[config.mk]
export PLATFORM = sky130hd
export DESIGN_NAME = datapath_unit_flat
export DESIGN_NICKNAME = d
export VERILOG_FILES = /design/src/rtl/datapath_unit_if.sv /design/src/rtl/datapath_unit.sv /design/src/flat_wrapper.sv
export SDC_FILE = /design/constraint.sdc
export NUM_CORES = 1
export LEC_CHECK = 0
export ABC_AREA = 1
export BUFFER_PORTS_ARGS = -buffer_cell sky130_fd_sc_hd__clkbuf_2
export CORE_MARGIN = 3
export CORE_UTILIZATION = 50
export CTS_CLUSTER_SIZE = 10
export DETAILED_ROUTE_END_ITERATION = 8
export PLACE_DENSITY = 0.66
export SETUP_SLACK_MARGIN = 0.4
export SLEW_MARGIN = 20
export SYNTH_ARGS = -nofsm -noshare
export SYNTH_HDL_FRONTEND = slang
export SYNTH_SLANG_ARGS = --single-unit
[constraint.sdc]
create_clock -name clock -period 3.06 [get_ports clock]
set_input_delay 0.612 -clock clock [delete_from_list [all_inputs] [get_ports clock]]
set_output_delay 0.612 -clock clock [all_outputs]
set_load 0.1 [all_outputs]
[src/rtl/datapath_unit_if.sv]
// Control-unit <-> datapath signal bundle for datapath_unit.
// DATAPATH_PROGPORT_EN adds the program-load write port signals.
interface datapath_unit_if #(
    parameter int DATA_W = 8,
    parameter int ADDR_W = 5
) ();
    // Strobes are level-qualified per clock edge; there is no handshake.
    logic              IRload;
    logic              JMPmux;
    logic              PCload;
    logic              Meminst;
    logic              MemWr;
    logic              Aload;
    logic              Sub;
    logic              Halt;
    logic [1:0]        Asel;
    logic [DATA_W-1:0] Input;

    logic [2:0]        IR;
    logic              Aeq0;
    logic              Apos;
    logic [DATA_W-1:0] Aout;
    logic [ADDR_W-1:0] PCout;
    logic              Halted;

`ifdef DATAPATH_PROGPORT_EN
    logic              progWr;
    logic [ADDR_W-1:0] progAddr;
    logic [DATA_W-1:0] progData;
`endif

    modport master (
`ifdef DATAPATH_PROGPORT_EN
        output progWr, progAddr, progData,
`endif
        output IRload, JMPmux, PCload, Meminst, MemWr, Aload, Sub, Halt, Asel, Input,
        input  IR, Aeq0, Apos, Aout, PCout, Halted
    );

    modport slave (
`ifdef DATAPATH_PROGPORT_EN
        input  progWr, progAddr, progData,
`endif
        input  IRload, JMPmux, PCload, Meminst, MemWr, Aload, Sub, Halt, Asel, Input,
        output IR, Aeq0, Apos, Aout, PCout, Halted
    );
endinterface

[src/rtl/datapath_unit.sv]
// Accumulator datapath: PC, IR, accumulator and a registered-read RAM.
// DATAPATH_PROGPORT_EN adds a program-load write port with top write priority.
module datapath_unit #(
    parameter int DATA_W = 8,
    parameter int ADDR_W = 5
) (
    input  logic           clock,
    input  logic           reset,
    datapath_unit_if.slave dp
);
    localparam int DEPTH = 1 << ADDR_W;
    localparam logic [ADDR_W-1:0] PC_ONE = ADDR_W'(1);

    generate
        if (DATA_W != 3 + ADDR_W) begin : g_width_check
            $error("datapath_unit: DATA_W must equal 3+ADDR_W");
        end
    endgenerate

    // No reset on the array: program contents survive a reset.
    logic [DATA_W-1:0] mem [DEPTH];

    logic [DATA_W-1:0] ir_reg;
    logic [DATA_W-1:0] a_reg;
    logic [DATA_W-1:0] mem_data;
    logic [ADDR_W-1:0] pc;
    logic              halted;

    logic [ADDR_W-1:0] mem_addr;
    logic [DATA_W-1:0] a_next;
    logic              mem_we;

    assign mem_addr = dp.Meminst ? ir_reg[ADDR_W-1:0] : pc;
    // Gating on reset keeps a MemWr coincident with reset assertion out of the array.
    assign mem_we   = dp.MemWr && !halted && reset;

    always_comb begin
        a_next = a_reg;
        case (dp.Asel)
            2'b00:   a_next = dp.Sub ? (a_reg - mem_data) : (a_reg + mem_data);
            2'b01:   a_next = dp.Input;
            2'b10:   a_next = mem_data;
            default: a_next = '0;
        endcase
    end

    always_ff @(posedge clock or negedge reset) begin
        if (!reset) begin
            ir_reg   <= '0;
            a_reg    <= '0;
            mem_data <= '0;
            pc       <= '0;
            halted   <= 1'b0;
        end else begin
            mem_data <= mem[mem_addr];
            if (dp.Halt) begin
                halted <= 1'b1;
            end
            if (!halted) begin
                if (dp.IRload) begin
                    ir_reg <= mem_data;
                end
                if (dp.PCload) begin
                    pc <= dp.JMPmux ? ir_reg[ADDR_W-1:0] : pc + PC_ONE;
                end
                if (dp.Aload) begin
                    a_reg <= a_next;
                end
            end
        end
    end

    always_ff @(posedge clock) begin
`ifdef DATAPATH_PROGPORT_EN
        if (dp.progWr) begin
            mem[dp.progAddr] <= dp.progData;
        end else if (mem_we) begin
            mem[mem_addr] <= a_reg;
        end
`else
        if (mem_we) begin
            mem[mem_addr] <= a_reg;
        end
`endif
    end

    assign dp.IR     = ir_reg[DATA_W-1:DATA_W-3];
    assign dp.Aeq0   = (a_reg == '0);
    assign dp.Apos   = !a_reg[DATA_W-1] && (a_reg != '0);
    assign dp.Aout   = a_reg;
    assign dp.PCout  = pc;
    assign dp.Halted = halted;
endmodule

[src/flat_wrapper.sv]
// flat-port wrapper written by rule: the top's interface ports become plain ports
module datapath_unit_flat 
#(
    parameter int DATA_W = 8,
    parameter int ADDR_W = 5
)
  (clock, reset, dp_IRload, dp_JMPmux, dp_PCload, dp_Meminst, dp_MemWr, dp_Aload, dp_Sub, dp_Halt, dp_Asel, dp_Input, dp_IR, dp_Aeq0, dp_Apos, dp_Aout, dp_PCout, dp_Halted);
  datapath_unit_if #(.DATA_W(DATA_W), .ADDR_W(ADDR_W)) dp_i ();
  input  logic clock;
  input  logic reset;
  input wire logic [$bits(dp_i.IRload)-1:0] dp_IRload;
  input wire logic [$bits(dp_i.JMPmux)-1:0] dp_JMPmux;
  input wire logic [$bits(dp_i.PCload)-1:0] dp_PCload;
  input wire logic [$bits(dp_i.Meminst)-1:0] dp_Meminst;
  input wire logic [$bits(dp_i.MemWr)-1:0] dp_MemWr;
  input wire logic [$bits(dp_i.Aload)-1:0] dp_Aload;
  input wire logic [$bits(dp_i.Sub)-1:0] dp_Sub;
  input wire logic [$bits(dp_i.Halt)-1:0] dp_Halt;
  input wire logic [$bits(dp_i.Asel)-1:0] dp_Asel;
  input wire logic [$bits(dp_i.Input)-1:0] dp_Input;
  output wire logic [$bits(dp_i.IR)-1:0] dp_IR;
  output wire logic [$bits(dp_i.Aeq0)-1:0] dp_Aeq0;
  output wire logic [$bits(dp_i.Apos)-1:0] dp_Apos;
  output wire logic [$bits(dp_i.Aout)-1:0] dp_Aout;
  output wire logic [$bits(dp_i.PCout)-1:0] dp_PCout;
  output wire logic [$bits(dp_i.Halted)-1:0] dp_Halted;
  assign dp_i.IRload = dp_IRload;
  assign dp_i.JMPmux = dp_JMPmux;
  assign dp_i.PCload = dp_PCload;
  assign dp_i.Meminst = dp_Meminst;
  assign dp_i.MemWr = dp_MemWr;
  assign dp_i.Aload = dp_Aload;
  assign dp_i.Sub = dp_Sub;
  assign dp_i.Halt = dp_Halt;
  assign dp_i.Asel = dp_Asel;
  assign dp_i.Input = dp_Input;
  assign dp_IR = dp_i.IR;
  assign dp_Aeq0 = dp_i.Aeq0;
  assign dp_Apos = dp_i.Apos;
  assign dp_Aout = dp_i.Aout;
  assign dp_PCout = dp_i.PCout;
  assign dp_Halted = dp_i.Halted;
  datapath_unit #(.DATA_W(DATA_W), .ADDR_W(ADDR_W)) u_core (.clock(clock), .reset(reset), .dp(dp_i));
endmodule
==> results of run 1 <==
-- logic make-up (layout without fill, tap and decap cells) --
group           after synthesis  in the layout  synth area share, %
fa+ha+maj                    10             10                 1.07
xor+xnor                      7              7                0.494
compound gates               52             52                 2.57
flops                       286            286                 68.0
buf+inv                     103            223                 3.84
simple gates                742            742                 24.1
-- what timing repair did --
action,in CTS,in global routing
pin swaps,1,1
endpoints found under the setup margin,2,4
resized for setup,4,3
-- stage by stage --
step	cell area (um^2)	cells
after floorplan	12400	1200
after global placement	13300	1586
after detailed placement	13300	1586
after CTS	14400	1644
after global routing	14400	1644
final	14400	1644
-- area by class of cell --
class	instances	area (um^2)	share of cell area [%]
Sequential cell	286	8450	58.8
Multi-Input combinational cell	811	3550	24.7
Clock buffer	58	1010	7.06
Timing Repair Buffer	103	714	4.97
Tap cell	324	405	2.82
Inverter	62	235	1.64
-- worst max-delay path, cell delays in order (launching register included) --
cell and delay (ps):
dfrtp_2 420, nor4_4 300, buf_4 160, nand2_2 100, nor2_4 250, nor2_4 40
clkbuf_8 220
-- placed cells by master, fill, tap and decap left out, types with 2 or more instances in the layout --
| cell | instances |
|---|---|
| edfxtp_1 | 256 |
| buf_12 | 2 |
| clkbuf_1 | 20 |
| dfrtp_2 | 10 |
| a21oi_1 | 9 |
| nand2_1 | 592 |
| clkbuf_2 | 36 |
| inv_2 | 9 |
| nand2_2 | 2 |
| nand3_1 | 66 |
| o21ai_4 | 4 |
| nor3_4 | 7 |
| inv_1 | 51 |
| xor2_1 | 6 |
| o21ai_0 | 29 |
| ha_1 | 9 |
| o31ai_1 | 2 |
| clkbuf_16 | 37 |
| nand4_1 | 3 |
| nor3_1 | 3 |
| nor2_4 | 4 |
| dfrtp_1 | 20 |
| nor2_1 | 62 |
| clkbuf_8 | 2 |
| buf_4 | 64 |
-- power by group --
group	switching [mW]	internal (mW)	total, mW
Combinational	1.11	0.413	1.52
Sequential	0.0886	4.36	4.45
Clock	1.44	2.24	3.68
-- layer usage --
layer  up-vias  part of all wire [%]
li1       4155                     -
met1      4116                    43
met2       351                    46
met3        61                   8.5
met4         0                   2.4
met5         -                     0
-- final timing paths --
path | start | to | slack, ps | cells after the start
hold reg to reg | u_core.ir_reg[5] | u_core.ir_reg[5] | 490 | 2
max in group asynchronous | reset | u_core.mem_data[0] | 2490 | 2
min in group clock | dp_Halt | u_core.dp.Halted | 320 | 2
hold / removal | reset | u_core.ir_reg[0] | 210 | 2
setup reg to reg | u_core.dp.Halted | u_core.mem[15][4] | 630 | 3
setup / recovery | u_core.dp.Aout[2] | dp_Apos | 450 | 6
==> metrics.cfg, run 1 <==
[setup_path]
crit_path_start_kind = register
cp-end-kind = primary output
cp.arrival_ps = 1990
critPathRequiredTime_ps = 2450
crit_type = register to primary output
crit_fanout = 2

[drt]
first_pass_iters = 5
wirelength_um = 31300
drt_iter0_markers = 785
vias_per_cell = 5.28
drc = 0
vias = 8683
wl_per_cell_um = 19.0
drtAntennaViolNets = 0

[flow_run]
maxCapViolCount = 0

[global_route]
grt_pass1_wl_um = 48700
grt_max_degree = 74
met2_usage_pct = 37.7
grt-ovfl-total = 0
track_usage_pct = 24.1
use_met3_pct = 5.30
use_met1_pct = 34.3
antenna_found_initial = 0
grt_pass1_vias = 8476
grt-busiest-layer = met2

[floorplanning]
start_util_pct = 50.9
rows = 57
io_pins = 39
fp.coreArea_um2 = 24400
dieArea_um2 = 26800
dieWidth_um = 164
die_h_um = 164

[cts]
clkTransAtPathRegs_ps = 60
postCtsSetupBuffers = 0
hold_buffers = 0
cts_buffer_depth = 3
clockRootBuffer = clkbuf_16
clock_latency_ps = 500
htree_levels = 2
clock-sinks = 286
cts_tree = yes
cts_buffers = 34

[logic_synthesis]
synth.yosys.seq_area_share_pct = 68.0
synth_most_common_cell = nand2_1
synthTopCellsByArea = edfxtp_1, nand2_1, dfrtp_1
synth_edf_count = 256
synth_cell_types = 37
async_reset_ff_share_pct = 10.5
synth_top_cell_area_share_pct = 61.9
syn_inst = 1200
syn_nets = 1230
ys_warn_count = 0
syn_area_um2 = 12400
synthTopCellsByCount = nand2_1, edfxtp_1, nand3_1
synth_top_area_cell = edfxtp_1
synth-main-ff-cell = edfxtp_1
ys_ff_latch = 286
synth_area_per_cell_um2 = 10.3

[timing]
post-route-period-util_pct = 85.2
rsz0062_at_grt = no
finalSetupViolations = 0
setup_tns_ps = 0
maxSlewHeadroom_pct = 42.7
drv_slew = 0
hold_slack_ps = 215
setup_ws_ps = 454
finalHoldViolCount = 0
max_slew.worst_pin.slew_ps = 857
clock_skew_ps = 12.1
timing.fmax_ghz = 0.384
post-route-min-period_ps = 2610

[power]
power.density_nw_per_um2 = 672
peakVddDrop_uv = 475
leakage_nw = 5.97
total_power_mw = 9.66

[cells_and_area]
largest_register_ff_count = 256
fin_nets = 1328
final_util_pct = 58.9
area_growth_pct = 15.8
fill_cells = 2082
drive_gt1_share_pct = 13.7
largest_register = u_core.mem
antennaDiodeCount = 0

[worst_hold_path]
hold_path.class = input pin to asynchronous set/reset pin

[status]
status = finished clean

[placed_design]
io_buffer_count = 38
routabilityCongestion = 0.893
hpwl_um = 19900
dp_slack_ps = 292

(Power assumes the default switching activity.)
==> run 2, diff against run 1 <==
Settings changed: RECOVER_POWER from default to 50.
==> run 2 against run 1 <==
Against the previous run: the flow now finishes with violations (max-capacitance violations, max-slew violations); global-route usage unchanged; count of clock-buffer cells in the layout unchanged; first-iteration DRC count unchanged; design area about the same; worst setup slack got worse by 180 ps; register-to-register slack got worse by 70 ps; combinational power about the same; die area is the same; sequential share of layout area about the same; total power about the same; core utilization hardly changed; non-clock buffer count unchanged; critical path type unchanged; largest power group unchanged.
==> metrics.cfg, run 2 (same netlist as run 1, synthesis figures left out) <==
[drt]
vias_per_cell = 5.28  ; about the same
wirelength_um = 31300  ; about the same
drt_iter0_markers = 785  ; unchanged
first_pass_iters = 6  ; +1
wl_per_cell_um = 19.0  ; about the same
drtAntennaViolNets = 0  ; unchanged
drc = 0  ; unchanged
vias = 8684  ; +0.012%

[cts]
cts_tree = yes
cts_buffer_depth = 3  ; unchanged
clock_latency_ps = 500  ; about the same
hold_buffers = 0  ; unchanged
htree_levels = 2  ; unchanged
clkTransAtPathRegs_ps = 60  ; about the same
postCtsSetupBuffers = 0  ; unchanged
clock-sinks = 286  ; unchanged
cts_buffers = 34  ; unchanged
clockRootBuffer = clkbuf_16

[cells_and_area]
final_cell_mix = nand2_1, edfxtp_1, nand3_1
drive_gt1_share_pct = 13.3  ; -0.38 points
fin_nets = 1328  ; unchanged
final_common_cell = nand2_1
largest_register = u_core.mem
largest_register_ff_count = 256  ; unchanged
area_growth_pct = 15.7  ; about the same
antennaDiodeCount = 0  ; unchanged

[setup_path]
cpPeakStageDelay_ps = 1060  ; +640 ps
reg2reg_slack_ps = 560  ; -70 ps
critPathRequiredTime_ps = 2450  ; about the same
path_buf_inv = 1  ; -1
cp-end-kind = primary output
crit_type = register to primary output
slowest_stage = dfrtp_1
crit_path_start_kind = register
crit_family = flip-flops
crit_fanout = 18  ; +16
cp.arrival_ps = 2180  ; +190 ps
crit_chain = clkbuf_2

[flow_run]
maxCapViolCount = 1  ; +1

[timing]
post-route-min-period_ps = 2790  ; +183 ps
hold_slack_ps = 322  ; +107 ps
clock_skew_ps = 12.7  ; +0.560 ps
setup_tns_ps = 0  ; unchanged
finalSetupViolations = 0  ; unchanged
maxSlewHeadroom_pct = -27.5  ; -70 points
drv_slew = 31  ; +31
timing.fmax_ghz = 0.358  ; -6.6%
rsz0062_at_grt = no
finalHoldViolCount = 0  ; unchanged
post-route-period-util_pct = 91.2  ; +6.0 points
max_slew.worst_pin.slew_ps = 1910  ; +1060 ps

[power]
power.internal_mw = 7.01  ; about the same
combPwrFrac_pct = 15.8  ; about the same
switchingPower_mw = 2.65  ; about the same
p_seq_share_pct = 46.1  ; about the same
clockPowerShare_pct = 38.2  ; about the same
leakage_nw = 5.96  ; -0.13%
peakVddDrop_uv = 475  ; about the same
power.density_nw_per_um2 = 673  ; about the same
swShare_pct = 27.4  ; about the same

[global_route]
antenna_found_initial = 0  ; unchanged
track_usage_pct = 24.1  ; unchanged
use_met3_pct = 5.30  ; unchanged
use_met1_pct = 34.3  ; unchanged
grt_pass1_wl_um = 48700  ; unchanged
grt-ovfl-total = 0  ; unchanged
grt_max_degree = 74  ; unchanged
met2_usage_pct = 37.7  ; unchanged
grt-busiest-layer = met2
grt_pass1_vias = 8476  ; unchanged

[placed_design]
io_buffer_count = 38  ; unchanged
routabilityCongestion = 0.893  ; unchanged
hpwl_um = 19900  ; unchanged

[status]
violations = max-capacitance violations, max-slew violations
status = finished with violations

[floorplanning]
dieArea_um2 = 26800  ; unchanged
rows = 57  ; unchanged
die_h_um = 164  ; unchanged
io_pins = 39  ; unchanged
dieWidth_um = 164  ; unchanged
start_util_pct = 50.9  ; unchanged
fp.coreArea_um2 = 24400  ; unchanged

[worst_hold_path]
hold_path.class = input pin to register

==> run 2: cell types whose count changed in the layout (fill, tap and decap cells not counted), sizes merged <==
cell	before	now
buf	66	64
clkbuf	95	97
==> run 2: per-stage QoR <==
step	total power [mW]	util [%]	setup WS, ps	cell area [um^2]	std cells
floorplan	5.56	-	468	12400	1200
global placement	6.02	54.6	320	13300	1586
detailed placement	6.03	54.6	292	13300	1586
CTS	9.70	58.9	400	14400	1644
global route	10.1	58.9	216	14400	1644
finish	9.66	58.9	270	14400	1644
==> run 2: routing by layer <==
layer / part of all wire, % / wire length, um
met1: 43 / 13500
met2: 46 / 14300
met3: 8.5 / 2660
met4: 2.4 / 758
met5: 0 / 0
==> run 2: power by group through the flow <==
| stage | clock network, mW | registers, mW | logic, mW |
|---|---|---|---|
| floorplan | 0 | 4.65 | 0.904 |
| global placement | 0 | 4.52 | 1.49 |
| detailed placement | 0 | 4.52 | 1.51 |
| CTS | 3.74 | 4.44 | 1.52 |
| global route | 3.91 | 4.45 | 1.70 |
| finish | 3.68 | 4.45 | 1.52 |
==> run 2: final cells by class <==
class | count | area, um^2
tap | 324 | 405
timing repair buffer | 103 | 706
fill | 2084 | 10000
inverter | 62 | 235
sequential | 286 | 8450
multi-input combinational | 811 | 3550
clock buffer | 58 | 1010
==> run 2: worst paths after layout <==
check / from / to / cells after the start
worst max-delay path: u_core.dp.Aout[3] / dp_Aout[3] / 1
worst min-delay path: dp_Halt / u_core.dp.Halted / 2
worst max register to register: u_core.dp.Aout[3] / u_core.mem[24][3] / 1
worst min register to register: u_core.ir_reg[5] / u_core.ir_reg[5] / 2
max in group asynchronous: reset / u_core.mem_data[0] / 2
min in group asynchronous: reset / u_core.ir_reg[4] / 2
==> run 2: timing repair <==
action,in CTS,in global routing
setup endpoints to repair,2,4
gates resized for setup,4,3
pin swaps,1,1
